<file path="src/rtl/w6link_pkg.sv">
// Shared types and constants for both ends of the w6 debug link.
// Pure declarations; no logic.
package w6link_pkg;
  typedef enum logic [1:0] {
    IDLE,
    TURN,
    TX_SHIFT,
    RX_SHIFT
  } state_e;

  localparam int   BYTE_W  = 8;
  localparam logic DIR_H2D = 1'b1;
  localparam logic DIR_D2H = 1'b0;
endpackage

</file>
<file path="src/rtl/w6link_sync.sv">
// N-flop synchronizer for one asynchronous link input, N cycles of latency.
// Shared by the host and device ends; no backpressure.
module w6link_sync #(
  parameter int N = 2
) (
  input  logic clk_i,
  input  logic rst_i,
  input  logic d_i,
  output logic q_o
);
  logic [N-1:0] ff_q;

  always_ff @(posedge clk_i or posedge rst_i) begin
    if (rst_i) ff_q <= '0;
    else       ff_q <= (ff_q << 1) | N'(d_i);
  end

  assign q_o = ff_q[N-1];
endmodule

</file>
<file path="src/rtl/w6link_host.sv">
// Host end of the w6 link: one byte per 17*CLK_DIV cycles in either direction,
// RX preferred over TX, and an unconsumed rx byte blocks further RX starts.
module w6link_host
  import w6link_pkg::*;
#(
  parameter int CLK_DIV     = 4,
  parameter int SYNC_STAGES = 2
) (
  input  logic              clk,
  input  logic              rst,
  input  logic [BYTE_W-1:0] tx_data,
  input  logic              tx_valid,
  output logic              tx_ready,
  output logic [BYTE_W-1:0] rx_data,
  output logic              rx_valid,
  input  logic              rx_ready,
  output logic              busy,
  output logic              lk_clk,
  output logic              lk_dir,
  input  logic              lk_cts,
  input  logic              lk_rts,
  output logic              lk_in,
  input  logic              lk_out
);
  localparam int CNT_W = $clog2(CLK_DIV);

  logic cts_s, rts_s, out_s;

  w6link_sync #(.N(SYNC_STAGES)) u_sync_cts (.clk_i(clk), .rst_i(rst), .d_i(lk_cts), .q_o(cts_s));
  w6link_sync #(.N(SYNC_STAGES)) u_sync_rts (.clk_i(clk), .rst_i(rst), .d_i(lk_rts), .q_o(rts_s));
  w6link_sync #(.N(SYNC_STAGES)) u_sync_out (.clk_i(clk), .rst_i(rst), .d_i(lk_out), .q_o(out_s));

  state_e            state_q, state_d;
  logic [CNT_W-1:0]  cnt_q, cnt_d;
  logic [2:0]        bit_q, bit_d;
  logic              lk_clk_q, lk_clk_d;
  logic              dir_q, dir_d;
  logic              lk_in_q, lk_in_d;
  logic [BYTE_W-1:0] tx_hold_q, tx_hold_d;
  logic              tx_pend_q, tx_pend_d;
  logic [BYTE_W-1:0] shreg_q, shreg_d;
  logic [BYTE_W-1:0] rx_data_q, rx_data_d;
  logic              rx_valid_q, rx_valid_d;
  logic              last;

  always_ff @(posedge clk or posedge rst) begin
    if (rst) begin
      state_q    <= IDLE;
      cnt_q      <= '0;
      bit_q      <= '0;
      lk_clk_q   <= 1'b0;
      dir_q      <= DIR_D2H;
      lk_in_q    <= 1'b0;
      tx_hold_q  <= '0;
      tx_pend_q  <= 1'b0;
      shreg_q    <= '0;
      rx_data_q  <= '0;
      rx_valid_q <= 1'b0;
    end else begin
      state_q    <= state_d;
      cnt_q      <= cnt_d;
      bit_q      <= bit_d;
      lk_clk_q   <= lk_clk_d;
      dir_q      <= dir_d;
      lk_in_q    <= lk_in_d;
      tx_hold_q  <= tx_hold_d;
      tx_pend_q  <= tx_pend_d;
      shreg_q    <= shreg_d;
      rx_data_q  <= rx_data_d;
      rx_valid_q <= rx_valid_d;
    end
  end

  always_comb begin
    state_d    = state_q;
    cnt_d      = cnt_q;
    bit_d      = bit_q;
    lk_clk_d   = lk_clk_q;
    dir_d      = dir_q;
    lk_in_d    = lk_in_q;
    tx_hold_d  = tx_hold_q;
    tx_pend_d  = tx_pend_q;
    shreg_d    = shreg_q;
    rx_data_d  = rx_data_q;
    rx_valid_d = rx_valid_q;
    last       = (cnt_q == CNT_W'(CLK_DIV - 1));

    if (tx_valid && !tx_pend_q) begin
      tx_hold_d = tx_data;
      tx_pend_d = 1'b1;
    end
    if (rx_valid_q && rx_ready) rx_valid_d = 1'b0;

    unique case (state_q)
      IDLE: begin
        cnt_d = '0;
        // Draining the device takes priority; a held rx byte blocks RX entirely.
        if (rts_s && !rx_valid_q) begin
          dir_d   = DIR_D2H;
          state_d = TURN;
        end else if (tx_pend_q && cts_s) begin
          dir_d   = DIR_H2D;
          lk_in_d = tx_hold_q[BYTE_W-1];
          state_d = TURN;
        end
      end
      TURN: begin
        cnt_d = cnt_q + 1'b1;
        if (last) begin
          cnt_d    = '0;
          bit_d    = 3'd7;
          lk_clk_d = 1'b1;
          state_d  = (dir_q == DIR_H2D) ? TX_SHIFT : RX_SHIFT;
        end
      end
      TX_SHIFT, RX_SHIFT: begin
        cnt_d = cnt_q + 1'b1;
        if (last) begin
          cnt_d = '0;
          if (lk_clk_q) begin
            lk_clk_d = 1'b0;
            if (state_q == RX_SHIFT)  shreg_d = {shreg_q[BYTE_W-2:0], out_s};
            else if (bit_q != 3'd0)   lk_in_d = tx_hold_q[bit_q - 3'd1];
          end else if (bit_q == 3'd0) begin
            state_d = IDLE;
            dir_d   = DIR_D2H;
            lk_in_d = 1'b0;
            if (state_q == TX_SHIFT) begin
              tx_pend_d = 1'b0;
            end else begin
              rx_data_d  = shreg_q;
              rx_valid_d = 1'b1;
            end
          end else begin
            bit_d    = bit_q - 3'd1;
            lk_clk_d = 1'b1;
          end
        end
      end
      default: state_d = IDLE;
    endcase
  end

  assign tx_ready = !tx_pend_q;
  assign rx_data  = rx_data_q;
  assign rx_valid = rx_valid_q;
  assign busy     = (state_q != IDLE);
  assign lk_clk   = lk_clk_q;
  assign lk_dir   = dir_q;
  assign lk_in    = lk_in_q;
endmodule

</file>
<file path="config.mk">
export PLATFORM = sky130hd
export DESIGN_NAME = w6link_host
export DESIGN_NICKNAME = d
export VERILOG_FILES = /design/src/rtl/w6link_pkg.sv /design/src/rtl/w6link_sync.sv /design/src/rtl/w6link_host.sv
export SDC_FILE = /design/constraint.sdc
export NUM_CORES = 1
export LEC_CHECK = 0
export CAP_MARGIN = 20
export CORE_AREA = 2 2 85 79
export DETAILED_ROUTE_END_ITERATION = 10
export DIE_AREA = 0 0 87 81
export SLEW_MARGIN = 30
export SYNTH_ARGS = -nofsm -noshare
export SYNTH_HDL_FRONTEND = slang
export SYNTH_SLANG_ARGS = --single-unit
</file>
<file path="constraint.sdc">
create_clock -name clk -period 2.7 [get_ports clk]
set_clock_uncertainty 0.05 [all_clocks]
set_input_delay 0.54 -clock clk [delete_from_list [all_inputs] [get_ports clk]]
set_output_delay 0.54 -clock clk [all_outputs]
set_load 0.02 [all_outputs]
</file>
# --- Yosys cells after proc, flatten, opt, wreduce, memory -nomap -nowiden ---
# Cells that the tools add are included.
word_totals:
  out_inout_bits: 14
  word_cells: 105
  inputBits: 15
  reg_bits: 42
op_classes:
  n_eq_ne: 15
  n_mux: 47
  reduce_logical: 21
  n_lt_le_gt_ge: 1
  add_sub_neg: 2
  bitwise_logic: 5
ops:
  columns: ["operator", "n"]
  rows:
  - ["$mux W1", 29]
  - ["$reduce_and A5 Y1", 4]
  - ["$mux W2", 7]
  - ["$ne A2 B2 Y1 const B", 7]
  - ["$mux W3", 4]
  - ["$ne A3 B3 Y1 const B", 4]
  - ["$reduce_and A7 Y1", 1]
  - ["$eq A2 B2 Y1 const B", 3]
  - ["$or A2 B1 Y2", 3]
  - ["$pmux W1 S2", 3]
  - ["$pmux W2 S3", 1]
  - ["$pmux W3 S2", 1]
  - ["$reduce_bool A2 Y1", 3]
  - ["$logic_and A1 B1 Y1", 4]
  - ["$lt A3 B4 Y1 const B", 1]
  - ["$pmux W2 S2", 1]
  - ["$reduce_and A4 Y1", 1]
  - ["$bmux W1 S3", 1]
  - ["$logic_not A3 Y1", 1]
  - ["$reduce_and A3 Y1", 1]
  - ["$reduce_bool A3 Y1", 1]
  - ["$reduce_or A3 Y1", 1]
  - ["$sub A3 B1 Y3 const B", 1]
  - ["$add A2 B1 Y2 const B", 1]
  - ["other kinds (5)", 7]

# --- Longest topological paths before layout ---
logic_depth:
  word_depth: 8
  ltp_mapped: 8
  ltp_nobuf: 7

# --- Cells and area by module ---
# Synthesis repeated with hierarchy kept, for this count alone.
hier_totals:
  cells_unflattened: 138
  area_unflattened_um2: 1780.5
modules_own_cells:
  columns: ["mod", "cells_each", "area_each_um2", "seq_area_each_um2", "instances"]
  rows:
  - ["w6link_host", 129, 1619.1, 900.9, 1]
  - ["w6link_sync", 3, 53.8, 50.0, 3]

# --- Worst setup path after synthesis ---
# No wires, ideal clock.
synth_timing:
  path_type: "register -> register"
  start: "reg bit_q[0]"
  end: "reg lk_in_q (netlist: lk_in)"
  arrival_time_ns: 1.729
  required_ns: 2.556
  setup_ns: 0.094
  path_stages_with_launch: 9
  n_path_buf: 1
  synth_period_minus_slack_ns: 1.873
  slack_ns: 0.827
  cell_sequence: "dfrtp_1 -> buf_2 -> inv_1 -> ha_1 -> nand2b_4 -> and3_4 -> o211a_4 -> mux2_4 -> a221oi_2"
synth_between:
  elab_chain_len: 8
  elab_cells_between_ends: 13
  classes_between: "add/sub (1); eq/ne (2); mux (7); reduce/logical (3)"
synth_rtl:
  columns: ["element", "line", "text"]
  rows:
  - ["start, declared", "w6link_host.sv:35", "logic [2:0] bit_q, bit_d;"]
  - ["start signal, assigned", "w6link_host.sv:62", "bit_q <= bit_d;"]
  - ["$sub A3 B1 Y3", "w6link_host.sv:123", "else if (bit_q != 3'd0) lk_in_d = tx_hold_q[bit_q - 3'd1];"]
  - ["$bmux W1 S3", "w6link_host.sv:123", null]
  - ["$mux W1 (implied by the code)", "w6link_host.sv:123", null]
  - ["$mux W1", "w6link_host.sv:123", null]
  - ["$mux W1", "w6link_host.sv:122", "if (state_q == RX_SHIFT) shreg_d = {shreg_q[BYTE_W-2:0], out_s};"]
  - ["$mux W1", "w6link_host.sv:120", "if (lk_clk_q) begin"]
  - ["$mux W1", "w6link_host.sv:118", "if (last) begin"]
  - ["$pmux W1 S2", "w6link_host.sv:94", "unique case (state_q)"]
  - ["end signal, assigned", "w6link_host.sv:65", "lk_in_q <= lk_in_d;"]
  - ["end, declared", "w6link_host.sv:38", "logic lk_in_q, lk_in_d;"]
# Several ways; a longest one is shown, not always the timed one. The select of a mux whose other input is x is not followed.
# A chain may end at the register's enable or synchronous reset.

# --- Worst setup path after layout ---
layout_timing:
  start: "reg state_q[0]"
  end: "out busy"
layout_between:
  elab_chain_len: 1
layout_rtl:
  columns: ["element", "line", "text"]
  rows:
  - ["start, declared", "w6link_host.sv:33", "state_e state_q, state_d;"]
  - ["start signal, assigned", "w6link_host.sv:60", "state_q <= state_d;"]
  - ["$reduce_bool A2 Y1", "w6link_host.sv:147", "assign busy = (state_q != IDLE);"]
  - ["end, declared", "w6link_host.sv:17", "output logic busy,"]
# No other way between the ends.

==> run summary <==
n_diodes: 0
# DRC: 0
Synth Register Bits: 42
post-route insts no fill: 247
via-per-instance ratio: 4.53
Root Driver: clkbuf_8
Yosys Warn Count: 0
GR Util met1: 13.0%
M2 GR Usage: 14.3%
GR Overflow Total: 0
VDD IR-drop max: 0.000452 V
Power Density: 936 mW/mm^2
clk sink count: 42
placer congestion estimate: 0.730
EDFF count, synth: 0
total track usage: 9.66%
hold buffer count at CTS: 0
Data arrival, critical path: 1740 ps
RSZ-0062 raised after global routing: false
fin. max-slew vios: 0
DP HPWL: 2170 microns
first-pass GRT wire length: 5260 microns
sequential-to-total area share from yosys stat: 58.3%
worst skew pair latency: 300 ps
GRT busiest layer: met2
Least-Margin Pin Slew: 513 ps
die width: 87 microns
delay-heaviest family, CP: buffers and inverters
cts repair resizes: 0
Async SR Flop Fraction: 100%
Max Root-Sink Buffers: 2
number of global-route vias before repair: 1106
GR Util met3: 3.15%
wire per inst: 12.4 microns
Slew HR: 65.8%
antenna violations before repair: 0
WP data required: 2110 ps
fin crit period: 2330 ps
Mean Syn Cell Area: 13.0 sq um
PortBufs: 28
TritonCTS clock tree: done
full die area: 0.00705 sq mm
outcome: complete, no violations
I/O Pins: 29
reported max-cap violation count: 0
Cells after DPL: 239
fillers: 627
CP max stage delay: 570 ps
H-tree depth: 2
drt pass-1 iters: 4
CTS Buf Count: 5
Setup CP Type: flip-flop to output port
Static Leakage: 1.03 nW
ys flop type: dfrtp_1
Fmax: 430 MHz
FP Rows: 28
area of the multi-input gates: 694 sq um
remaining antenna violation count: 0
Core ar.: 0.00627 sq mm
P&R area growth vs syn: 25.7%
Die Y: 81 microns
syn_nets: 157
Starting Density: 28.8%
Cells after Synth: 139
Starting DRT DRC Count: 37
final net count: 189
final setup fails: 0
final period utilization: 86.2%
Crit Path Max Fanout: 9
buffers and inverters on the worst path: 2
Netlist cell types: 33
crit start category: flip-flop
Vias: 1119
CP endpoint kind: output port
Post-CTS Setup Inserts: 0
final setup TNS: 0 ps
HP Class: flip-flop to flip-flop
FF/Latch Area: 0.00105 sq mm
final hold violations: 0
largest net degree at the start of global routing: 43
Mapped Area: 0.00180 sq mm
drt total wl: 3060 microns
layout cells sized above 1: 24.4%
CTS clk-pin slew, worst paths: 90 ps
crit-path cells: nor2_1 -> inv_1 -> clkdlybuf4s50_1
critical path's slowest cell: clkdlybuf4s50_1
## path summary, 6_finish.rpt
kind,start,endpoint,slack (ps),cells past startpoint
worst max register to register,bit_q[0],rx_data[2],580,6
max in group asynchronous,rst,shreg_q[3],1630,3
worst max-delay path,state_q[0],busy,370,3
min in group asynchronous,rst,state_q[0],620,3
worst min-delay path,u_sync_out.ff_q[0],u_sync_out.ff_q[1],300,0
worst min register to register,u_sync_out.ff_q[0],u_sync_out.ff_q[1],300,0
## placed cells by master (no fill, tap or decap), types with 2 or more instances in the layout
cell type / n
a21oi_1: 9
a2bb2oi_1: 2
buf_4: 3
clkbuf_8: 6
clkdlybuf4s50_1: 28
dfrtp_1: 42
ha_1: 3
inv_1: 8
mux2_2: 24
mux2i_1: 3
nand2_1: 9
nor2_1: 6
nor2b_1: 3
nor3_1: 4
## power by group
group | internal [W] | switching (W) | total, W
logic | 0.000393 | 0.000359 | 0.000752
registers | 0.000804 | 0.000134 | 0.000938
clock network | 0.000211 | 0.000219 | 0.000431
## cell type report
| type | instances | share of cell area, % |
|---|---|---|
| inverters | 8 | 1.32 |
| well taps | 75 | 4.14 |
| clock buffers | 7 | 3.81 |
| repair buffers | 31 | 13.4 |
| multi-input cells | 83 | 30.6 |
| clock inverters | 1 | 0.386 |
| flip-flops and latches | 42 | 46.4 |
## cell usage after synthesis, types with 2 or more instances
cell type,count,area (sq um)
nand2_1,9,33.8
dfrtp_1,42,1050
a21oi_1,9,45.0
ha_1,3,37.5
inv_1,8,30.0
nor2b_1,3,18.8
nor3_1,4,20.0
nor2_1,6,22.5
a2bb2oi_1,2,17.5
buf_2,4,20.0
clkbuf_1,2,7.51
mux2_2,24,270
mux2i_1,3,30.0
## cell families after synthesis
kind of cell               Yosys count  share of synthesized area, %
xor gates and xnor gates             1                         0.486
AOI/OAI and AO/OA                   18                          7.56
muxes                               29                          18.7
adders and majority gates            3                          2.08
and+or+nand+nor                     32                          9.65
DFF                                 42                          58.3
buffers and inverters               14                          3.19
## metrics by stage
step	instance area [sq um]	total power (W)	utilization [%]	hold WS, ps	setup slack [ps]
CTS	2270	0.00215	36.2	305	373
detailed placement	2170	0.00171	34.6	286	599
floorplan	1800	0.00150	-	281	827
finish	2270	0.00212	36.2	301	374
global route	2270	0.00228	36.2	306	266
global placement	2170	0.00170	34.6	283	633
## registers in the layout (all words and copies together), names as in the netlist, 2 cells and up
register         flops
state_q              2
shreg_q              8
cnt_q                2
bit_q                3
u_sync_rts.ff_q      2
u_sync_cts.ff_q      2
rx_data              8
u_sync_out.ff_q      2
tx_hold_q            8
## worst register-to-register path, delay by kind of cell, from the launching register on
kind,cells,cell delay [ps]
flip-flops,1,450
buffers and inverters,1,130
multiplexers,1,390
adder cells (fa/ha/maj),1,210
AND/OR/NAND/NOR,3,770
## metal layers
metal	share of wire, %	routed length (microns)
met5	0	0
met4	2.1	63
met3	4.0	123
met2	44	1340
met1	50	1530
Note: power is estimated with default switching activity, not from simulation.
